<file path="src/rtl/mul16_pkg.sv">
// Shared types and sizes for the 16-bit shift-add multiplier datapath.
// The offset width is also used by the window extractor.
package mul16_pkg;

    localparam int PART_W   = 16;
    localparam int ACC_W    = 32;
    localparam int N_STEPS  = 16;
    localparam int OFFSET_W = 4;

    typedef enum logic [1:0] {
        IDLE  = 2'd0,
        ACCUM = 2'd1,
        DONE  = 2'd2
    } acc_state_t;

endpackage

</file>
<file path="src/rtl/overlap_adder_16x16.sv">
// Combinational shifted add: sum = acc + (part << step), modulo 2^ACC_W.
// The shifted operand is zero above bit 15+step.
module overlap_adder_16x16
    import mul16_pkg::*;
(
    input  logic [ACC_W-1:0]    acc,
    input  logic [PART_W-1:0]   part,
    input  logic [OFFSET_W-1:0] step,
    output logic [ACC_W-1:0]    sum
);

    logic [ACC_W-1:0] shifted_s;

    assign shifted_s = {{(ACC_W - PART_W){1'b0}}, part} << step;
    assign sum       = acc + shifted_s;

endmodule

</file>
<file path="src/rtl/overlap_accumulator_16x16.sv">
// Sequential accumulator: sixteen partial words, word k added at bit offset k.
// All outputs come straight from registers.
module overlap_accumulator_16x16 #(
    parameter int N_STEPS = 16,
    parameter int PART_W  = 16,
    parameter int ACC_W   = 32
) (
    input  logic                       clk,
    input  logic                       rst_n,
    input  logic                       start,
    input  logic                       part_valid,
    input  logic [PART_W-1:0]          part_data,
    output logic                       part_ready,
    output logic [$clog2(N_STEPS)-1:0] step,
    output logic [ACC_W-1:0]           acc,
    output logic                       done,
    input  logic                       done_ack
);

    import mul16_pkg::acc_state_t;
    import mul16_pkg::IDLE;
    import mul16_pkg::ACCUM;
    import mul16_pkg::DONE;

    localparam int                CNT_W     = $clog2(N_STEPS);
    localparam logic [CNT_W-1:0]  LAST_STEP = CNT_W'(N_STEPS - 1);

    acc_state_t       state_r;
    logic [ACC_W-1:0] acc_r;
    logic [CNT_W-1:0] step_r;
    logic             part_ready_r;
    logic             done_r;
    logic [ACC_W-1:0] sum_s;
    logic             accept_s;

    overlap_adder_16x16 u_adder (
        .acc  (acc_r),
        .part (part_data),
        .step (step_r),
        .sum  (sum_s)
    );

    assign accept_s = part_valid && part_ready_r;

    // Control FSM, step counter and accumulator; start overrides everything.
    always_ff @(posedge clk or negedge rst_n) begin
        if (!rst_n) begin
            state_r      <= IDLE;
            acc_r        <= {ACC_W{1'b0}};
            step_r       <= {CNT_W{1'b0}};
            part_ready_r <= 1'b0;
            done_r       <= 1'b0;
        end else if (start) begin
            state_r      <= ACCUM;
            acc_r        <= {ACC_W{1'b0}};
            step_r       <= {CNT_W{1'b0}};
            part_ready_r <= 1'b1;
            done_r       <= 1'b0;
        end else begin
            case (state_r)
                IDLE: begin
                    state_r <= IDLE;
                end
                ACCUM: begin
                    if (accept_s) begin
                        acc_r  <= sum_s;
                        // Wraps to zero on the last word.
                        step_r <= step_r + {{(CNT_W-1){1'b0}}, 1'b1};
                        if (step_r == LAST_STEP) begin
                            state_r      <= DONE;
                            part_ready_r <= 1'b0;
                            done_r       <= 1'b1;
                        end
                    end
                end
                DONE: begin
                    if (done_ack) begin
                        state_r <= IDLE;
                        done_r  <= 1'b0;
                    end
                end
                default: begin
                    state_r      <= IDLE;
                    part_ready_r <= 1'b0;
                    done_r       <= 1'b0;
                end
            endcase
        end
    end

    assign part_ready = part_ready_r;
    assign step       = step_r;
    assign acc        = acc_r;
    assign done       = done_r;

endmodule

</file>
<file path="config.mk">
export PLATFORM = sky130hd
export DESIGN_NAME = overlap_accumulator_16x16
export DESIGN_NICKNAME = d
export VERILOG_FILES = /design/src/rtl/mul16_pkg.sv /design/src/rtl/overlap_adder_16x16.sv /design/src/rtl/overlap_accumulator_16x16.sv
export SDC_FILE = /design/constraint.sdc
export NUM_CORES = 1
export LEC_CHECK = 0
export ABC_CLOCK_PERIOD_IN_PS = 3500
export CAP_MARGIN = 5
export CORE_AREA = 2 2 94 96
export DETAILED_ROUTE_END_ITERATION = 8
export DIE_AREA = 0 0 96 98
export PLACE_DENSITY = 0.75
export SLEW_MARGIN = 20
export SYNTH_ARGS = -nofsm -noshare
export SYNTH_HDL_FRONTEND = slang
export SYNTH_SLANG_ARGS = --single-unit
export TNS_END_PERCENT = 100
</file>
<file path="constraint.sdc">
create_clock -name clk -period 3.5 [get_ports clk]
set_clock_uncertainty 0.1 [all_clocks]
set_input_delay 0.7 -clock clk [delete_from_list [all_inputs] [get_ports clk]]
set_output_delay 0.7 -clock clk [all_outputs]
set_load 0.005 [all_outputs]
</file>
==> impl_metrics.ini, run 1 <==
[run_status]
status = finished with violations
violations = setup timing

[synthesis]
ys_top_cells_by_area = dfrtp_1 (24%), ha_1 (9.6%), nand2_1 (6.9%)
ys_types = 64
yosysSeqAreaShare_pct = 24.0
syn_area_per_cell_um2 = 7.74
synth_area_um2 = 4170
yosys-top-cells-count = nand2_1 (77), a21oi_1 (56), nor2_1 (53), dfrtp_1 (40), o21ai_0 (38)
synth_adder_area_share_pct = 10.1
synthFlopType = dfrtp_1
syn_inst = 539
synth_top_family_by_area = compound AO/OA/AOI/OAI gates
synth-simple-area-share_pct = 23.1
synth_xor_area_share_pct = 5.04
synth-edff-count = 0
ys_ff_latch = 40
synth_most_common_cell = nand2_1
yosysWarnings = 0
async_flop_share_pct = 100
synth.area.mux_share_pct = 8.16
synth_area_leader_cell = dfrtp_1
synth_compound_area_share_pct = 25.6
synth_nets = 593
netlist.area_leader.share_pct = 24.0

[detailed_routing]
vias_per_cell = 6.62
wl_met1_um = 7080
drt-total-wl_um = 19100
drt_first_pass_iters = 6
dr_wl_met3_um = 2070
wire_per_inst_um = 22.7
dr_wl_met2_um = 8770
top_layer = met4
vias = 5574
route.detailed.drc = 0
drt_iter0_markers = 598
antenna_left = 0

[grt]
grt_pass1_wl_um = 25700
grt_antenna_before_repair = 0
overflow = 0
grt_pass1_vias = 5249
grt_max_degree = 41
grtUsageTotal_pct = 34.6

[placed_design]
dp_worst_setup_slack_ns = -0.743
gp_congestion = 0.988
port_buffers = 58
dp_cells = 800
dp_hpwl_um = 11300

[critical_path]
startpoint = step[1]$_DFFE_PN0P_
critical-path-slowest-cell = or4b_4
cp-endpoint = acc[18]$_DFFE_PN0P_
rrSetupSlack_ns = -0.27
worstSetupPathDepth = 13
path_cells = buf_6 -> mux2i_2 -> a21oi_2 -> a22oi_2 -> mux2i_1 -> ha_1 -> nand2_1 -> or4b_4 -> a211oi_2 -> a211o_4 -> xor2_1 -> nand2_1 -> a21oi_1
reg2reg_from = step[1]$_DFFE_PN0P_
crit_arrival_ns = 3.90
critPathMostFrequentCell = nand2_1
slowest_delay_ns = 0.54
crit_family = compound AO/OA/AOI/OAI gates
critPathLaunchType = register
crit_fanout = 10
path_buf_inv = 1
worstReg2RegEnd = acc[18]$_DFFE_PN0P_
required_ns = 3.63
crit_type = reg -> reg
endpoint_kind = register
ff2ff_path_depth = 13

[power]
cellInternalPower_mw = 1.68
p_sw_mw = 1.12
p_per_area_nw_per_um2 = 405
power_frac_comb_pct = 62.6
p_clk_share_pct = 16.7
p_leak_nw = 3.01
p_sw_share_pct = 40.1
ir_drop_mv = 0.386
total_power_mw = 2.80
seq_power_share_pct = 20.7

[floorplan]
die_y_um = 98
die_w_um = 96
coreArea_um2 = 8470
dieArea_um2 = 9410
rows = 34
ioPinCount = 59
initial_core_util_pct = 49.3

[sta]
worst_pin_slew_ns = 0.999
layout_min_cycle_time_ns = 3.77
hold_violations = 0
layout_setup_ws_ns = -0.266
setup_viol = 15
rsz0062_at_grt = yes
slew-limit-headroom_pct = 33.4
slew_viol_final = 0
fin_crit_sh_pct = 108
max_freq_mhz = 266

[clock_network]
clk_pin_slew_worst_paths_ns = 0.09
htreeDepth = 2
cts_hold_buf = 0
cts_tree = done
cts_root_buf = clkbuf_8
cts_buffer_depth = 2
clk_latency_ns = 0.31
cts_num_sinks = 40
cts_buffers = 5

[layout]
area_delta_synth_final_pct = 66.0
drive_above_1_share_pct = 43.3
antenna_cells = 0
finish.utilization_pct = 81.8
fin_nets = 788
instances_no_fill = 842

[flow_run]
drv_cap = 0

[hold_path]
hold_class = reg -> reg
## layout by cell type, fill, tap and decap left out, types with 7 or more instances in the layout
| cell | Yosys | layout |
|---|---|---|
| dfrtp_1 | 40 | 39 |
| clkdlybuf4s50_1 | 0 | 41 |
| mux2i_1 | 16 | 7 |
| a21o_1 | 12 | 12 |
| nand4_1 | 13 | 13 |
| ha_4 | 0 | 9 |
| a21oi_2 | 2 | 27 |
| nand2_1 | 77 | 74 |
| nand3_1 | 11 | 11 |
| buf_6 | 0 | 14 |
| ha_1 | 32 | 21 |
| o21ai_1 | 3 | 19 |
| xnor2_1 | 7 | 7 |
| nor2_1 | 53 | 43 |
| inv_1 | 9 | 9 |
| buf_4 | 0 | 143 |
| xor2_1 | 17 | 16 |
| nor3_1 | 11 | 7 |
| a21oi_1 | 56 | 26 |
| o21ai_0 | 38 | 13 |
## routing by layer
| layer | track usage (%) | up-vias |
|---|---|---|
| met5 | 0 | - |
| met4 | 12.6 | 0 |
| met3 | 6.48 | 143 |
| met2 | 55.6 | 460 |
| met1 | 46.1 | 2616 |
| li1 | - | 2355 |
## sequential cells by signal, summed over array words and instances, names as in the netlist
signal	flops
part_ready	1
acc	32
done	1
state_r	2
step	4
## stage by stage
step / hold slack, ns / setup TNS (ns) / area, um2
global placement: 0.402 / -12.81 / 5720
CTS: 0.429 / -0.436 / 6280
finish: 0.444 / -1.77 / 6920
global route: 0.476 / -2.92 / 6920
detailed placement: 0.411 / -14.04 / 5720
floorplan: 0.304 / -0.0163 / 4180
## worst min path at each step
stage | startpoint | to | slack, ns | cells past startpoint
final | done$_DFFE_PN0P_ | done$_DFFE_PN0P_ | 0.44 | 2
after CTS | acc[14]$_DFFE_PN0P_ | acc[14]$_DFFE_PN0P_ | 0.43 | 2
after detailed placement | acc[14]$_DFFE_PN0P_ | acc[14]$_DFFE_PN0P_ | 0.41 | 2
after global placement | acc[22]$_DFFE_PN0P_ | acc[22]$_DFFE_PN0P_ | 0.40 | 2
after floorplan | rst_n | acc[0]$_DFFE_PN0P_ | 0.30 | 0
after global routing | acc[20]$_DFFE_PN0P_ | acc[20]$_DFFE_PN0P_ | 0.48 | 2
## power by group through the flow
| stage | Sequential (mW) | Clock [mW] | Combinational [mW] |
|---|---|---|---|
| 6_report | 0.581 | 0.467 | 1.75 |
| 3_3_place_gp | 0.570 | 0 | 1.16 |
| 3_5_place_dp | 0.571 | 0 | 1.20 |
| 2_1_floorplan | 0.561 | 0 | 0.625 |
| 4_1_cts | 0.567 | 0.464 | 1.40 |
| 5_1_grt | 0.585 | 0.479 | 1.82 |
## worst min-delay path: stages (launching register included)
cell and delay, ns:
dfrtp_1 0.37, a21oi_1 0.07, nor2_1 0.07
## timing repair
action                                  4_1_cts  5_1_grt
endpoints found under the setup margin       23       22
pin swaps                                    45       64
resized for setup                            95      134
buffers inserted                             23       14
## area by class of cell
class | instances | area [um2]
multi-input cells | 458 | 3760
repair buffers | 219 | 1850
fillers | 432 | 1540
flip-flops and latches | 40 | 1000
well taps | 108 | 135
clock buffers | 5 | 68.8
clock inverters | 2 | 60.1
inverters | 10 | 40.0
## logic make-up (layout without fill, tap and decap cells)
| kind of cell | Yosys count | count (layout) |
|---|---|---|
| AO/OA/AOI/OAI | 167 | 167 |
| XOR/XNOR | 24 | 24 |
| adder cells (fa/ha/maj) | 33 | 33 |
| buffers and inverters | 41 | 236 |
| flip-flops | 40 | 40 |
| multiplexers | 27 | 27 |
| AND/OR/NAND/NOR | 207 | 207 |
Note: power is estimated with default switching activity, not from simulation.
==> run 2, diff against run 1 <==
Settings changed: CORE_AREA 2 2 94 96 to 2 2 113 115, DIE_AREA 0 0 96 98 to 0 0 115 117, PLACE_DENSITY 0.75 to 0.54, SKIP_CTS_REPAIR_TIMING from default to 1.
==> run 2 against run 1 <==
  * The run still ends with setup timing left
  * Critical endpoint is now acc[28]$_DFFE_PN0P_
  * Sequential power shrank 0.9%
  * Die area is 43% higher
  * Cell area decreased by 0.74%
  * Largest cell class unchanged
  * Wire length fell by 17%
  * Highest routed layer unchanged
  * Largest power group unchanged
==> impl_metrics.ini, run 2 (same netlist as run 1, synthesis figures left out) <==
[run_status]
status = finished with violations
violations = setup timing

[detailed_routing]
vias_per_cell = 5.40
drt_first_pass_iters = 5
drt-total-wl_um = 15800
wire_per_inst_um = 17.6
route.detailed.drc = 0
drt_iter0_markers = 293
vias = 4835
antenna_left = 0

[sta]
worst_pin_slew_ns = 1.01
setup_viol = 11
layout_setup_ws_ns = -0.104
slew_viol_final = 0
rsz0062_at_grt = yes
max_freq_mhz = 277
fin_crit_sh_pct = 103
slew-limit-headroom_pct = 32.9
hold_violations = 0
layout_min_cycle_time_ns = 3.60

[critical_path]
crit_fanout = 4
slowest_delay_ns = 0.40
critPathLaunchType = primary input
critical-path-slowest-cell = or4_1
crit_arrival_ns = 3.68
endpoint_kind = register
critPathMostFrequentCell = a21oi_2
required_ns = 3.58
crit_family = compound AO/OA/AOI/OAI gates
path_cells = dlymetal6s2s_1 -> mux2_4 -> nor2_2 -> a21oi_2 -> nor2b_2 -> a31oi_2 -> buf_4 -> nor2_2 -> ha_4 -> a21o_1 -> a21oi_2 -> a21oi_2 -> a221o_1 -> a41o_1 -> or4_1 -> o221a_2
crit_type = in -> reg
path_buf_inv = 2

[power]
p_sw_share_pct = 38.5
p_sw_uw = 978
ir_drop_mv = 0.262
p_per_area_nw_per_um2 = 370
power_frac_comb_pct = 59.2
p_leak_nw = 3.18
p_clk_share_pct = 18.1
seq_power_share_pct = 22.7
total_power_mw = 2.54
cellInternalPower_mw = 1.56

[layout]
instances_no_fill = 896
largest_reg_flops = 32
fin_nets = 800
finish.utilization_pct = 55.8
antenna_cells = 0
drive_above_1_share_pct = 39.7
final_common_cell = buf_4
area_delta_synth_final_pct = 64.8
fillers = 1119
layout_common_cells = buf_4 (162), nand2_1 (75), nor2_1 (47)

[floorplan]
ioPinCount = 59
coreArea_um2 = 12300
rows = 41
die_w_um = 115
dieArea_um2 = 13500
die_y_um = 117
initial_core_util_pct = 33.9

[clock_network]
cts_num_sinks = 40
cts_buffer_depth = 2
cts_buffers = 5
htreeDepth = 2
cts_root_buf = clkbuf_16
cts_tree = done
clk_latency_ns = 0.30
clk_pin_slew_worst_paths_ns = 0.07

[hold_path]
hold_class = reg -> reg

[placed_design]
dp_cells = 856
dp_hpwl_um = 11500
gp_congestion = 0.911
port_buffers = 58

[flow_run]
drv_cap = 0

[grt]
grt_pass1_wl_um = 23700
overflow = 0
grt_antenna_before_repair = 0
grt_max_degree = 41
grt_pass1_vias = 4585
grtUsageTotal_pct = 22.5
==> run 2: layout make-up <==
cell class	instances	area, um2	share of cell area (%)
clock inverter	1	5.00	0.0728
clock buffer	6	129	1.88
inverter	10	37.5	0.546
tap	150	188	2.73
multi-input combinational	458	3540	51.5
sequential	40	1000	14.6
timing repair buffer	231	1970	28.7
==> run 2: final timing paths <==
kind	start	endpoint	slack, ns	depth (start not counted)
setup / recovery	part_data[3]	acc[28]$_DFFE_PN0P_	-0.10	16
hold / removal	acc[20]$_DFFE_PN0P_	acc[20]$_DFFE_PN0P_	0.42	2
setup reg to reg	step[0]$_DFFE_PN0P_	acc[18]$_DFFE_PN0P_	-0.09	12
hold reg to reg	acc[20]$_DFFE_PN0P_	acc[20]$_DFFE_PN0P_	0.42	2
max in group asynchronous	rst_n	step[0]$_DFFE_PN0P_	2.14	1
min in group asynchronous	rst_n	acc[12]$_DFFE_PN0P_	0.48	1
==> run 2: routing by layer <==
metal / track usage (%) / wire length, um
met1: 32.7 / 7760
met2: 36.0 / 7370
met3: 2.21 / 471
met4: 5.78 / 204
met5: 0 / 0
==> run 2: power groups by stage <==
| stage | Sequential [mW] | Clock, mW | Combinational (mW) |
|---|---|---|---|
| final | 0.576 | 0.460 | 1.51 |
| after global routing | 0.581 | 0.492 | 1.62 |
| after floorplan | 0.561 | 0 | 0.625 |
| after global placement | 0.576 | 0 | 1.16 |
| after CTS | 0.568 | 0.471 | 1.19 |
| after detailed placement | 0.575 | 0 | 1.18 |
==> run 2: stage by stage <==
stage	setup TNS, ns	worst slack (ns)	cell area [um2]	hold slack, ns
after floorplan	-0.0163	-0.0163	4180	0.304
after global placement	-15.05	-0.812	5880	0.406
after detailed placement	-15.46	-0.791	5880	0.419
after CTS	-8.01	-0.494	6010	0.438
after global routing	-2.75	-0.264	6870	0.464
final	-0.576	-0.104	6870	0.422
==> run 2: worst min-delay path, delay by kind of cell (launching register included) <==
family	cells	cell delay [ns]
AOI/OAI and AO/OA	1	0.06
DFF	1	0.37
and+or+nand+nor	1	0.05
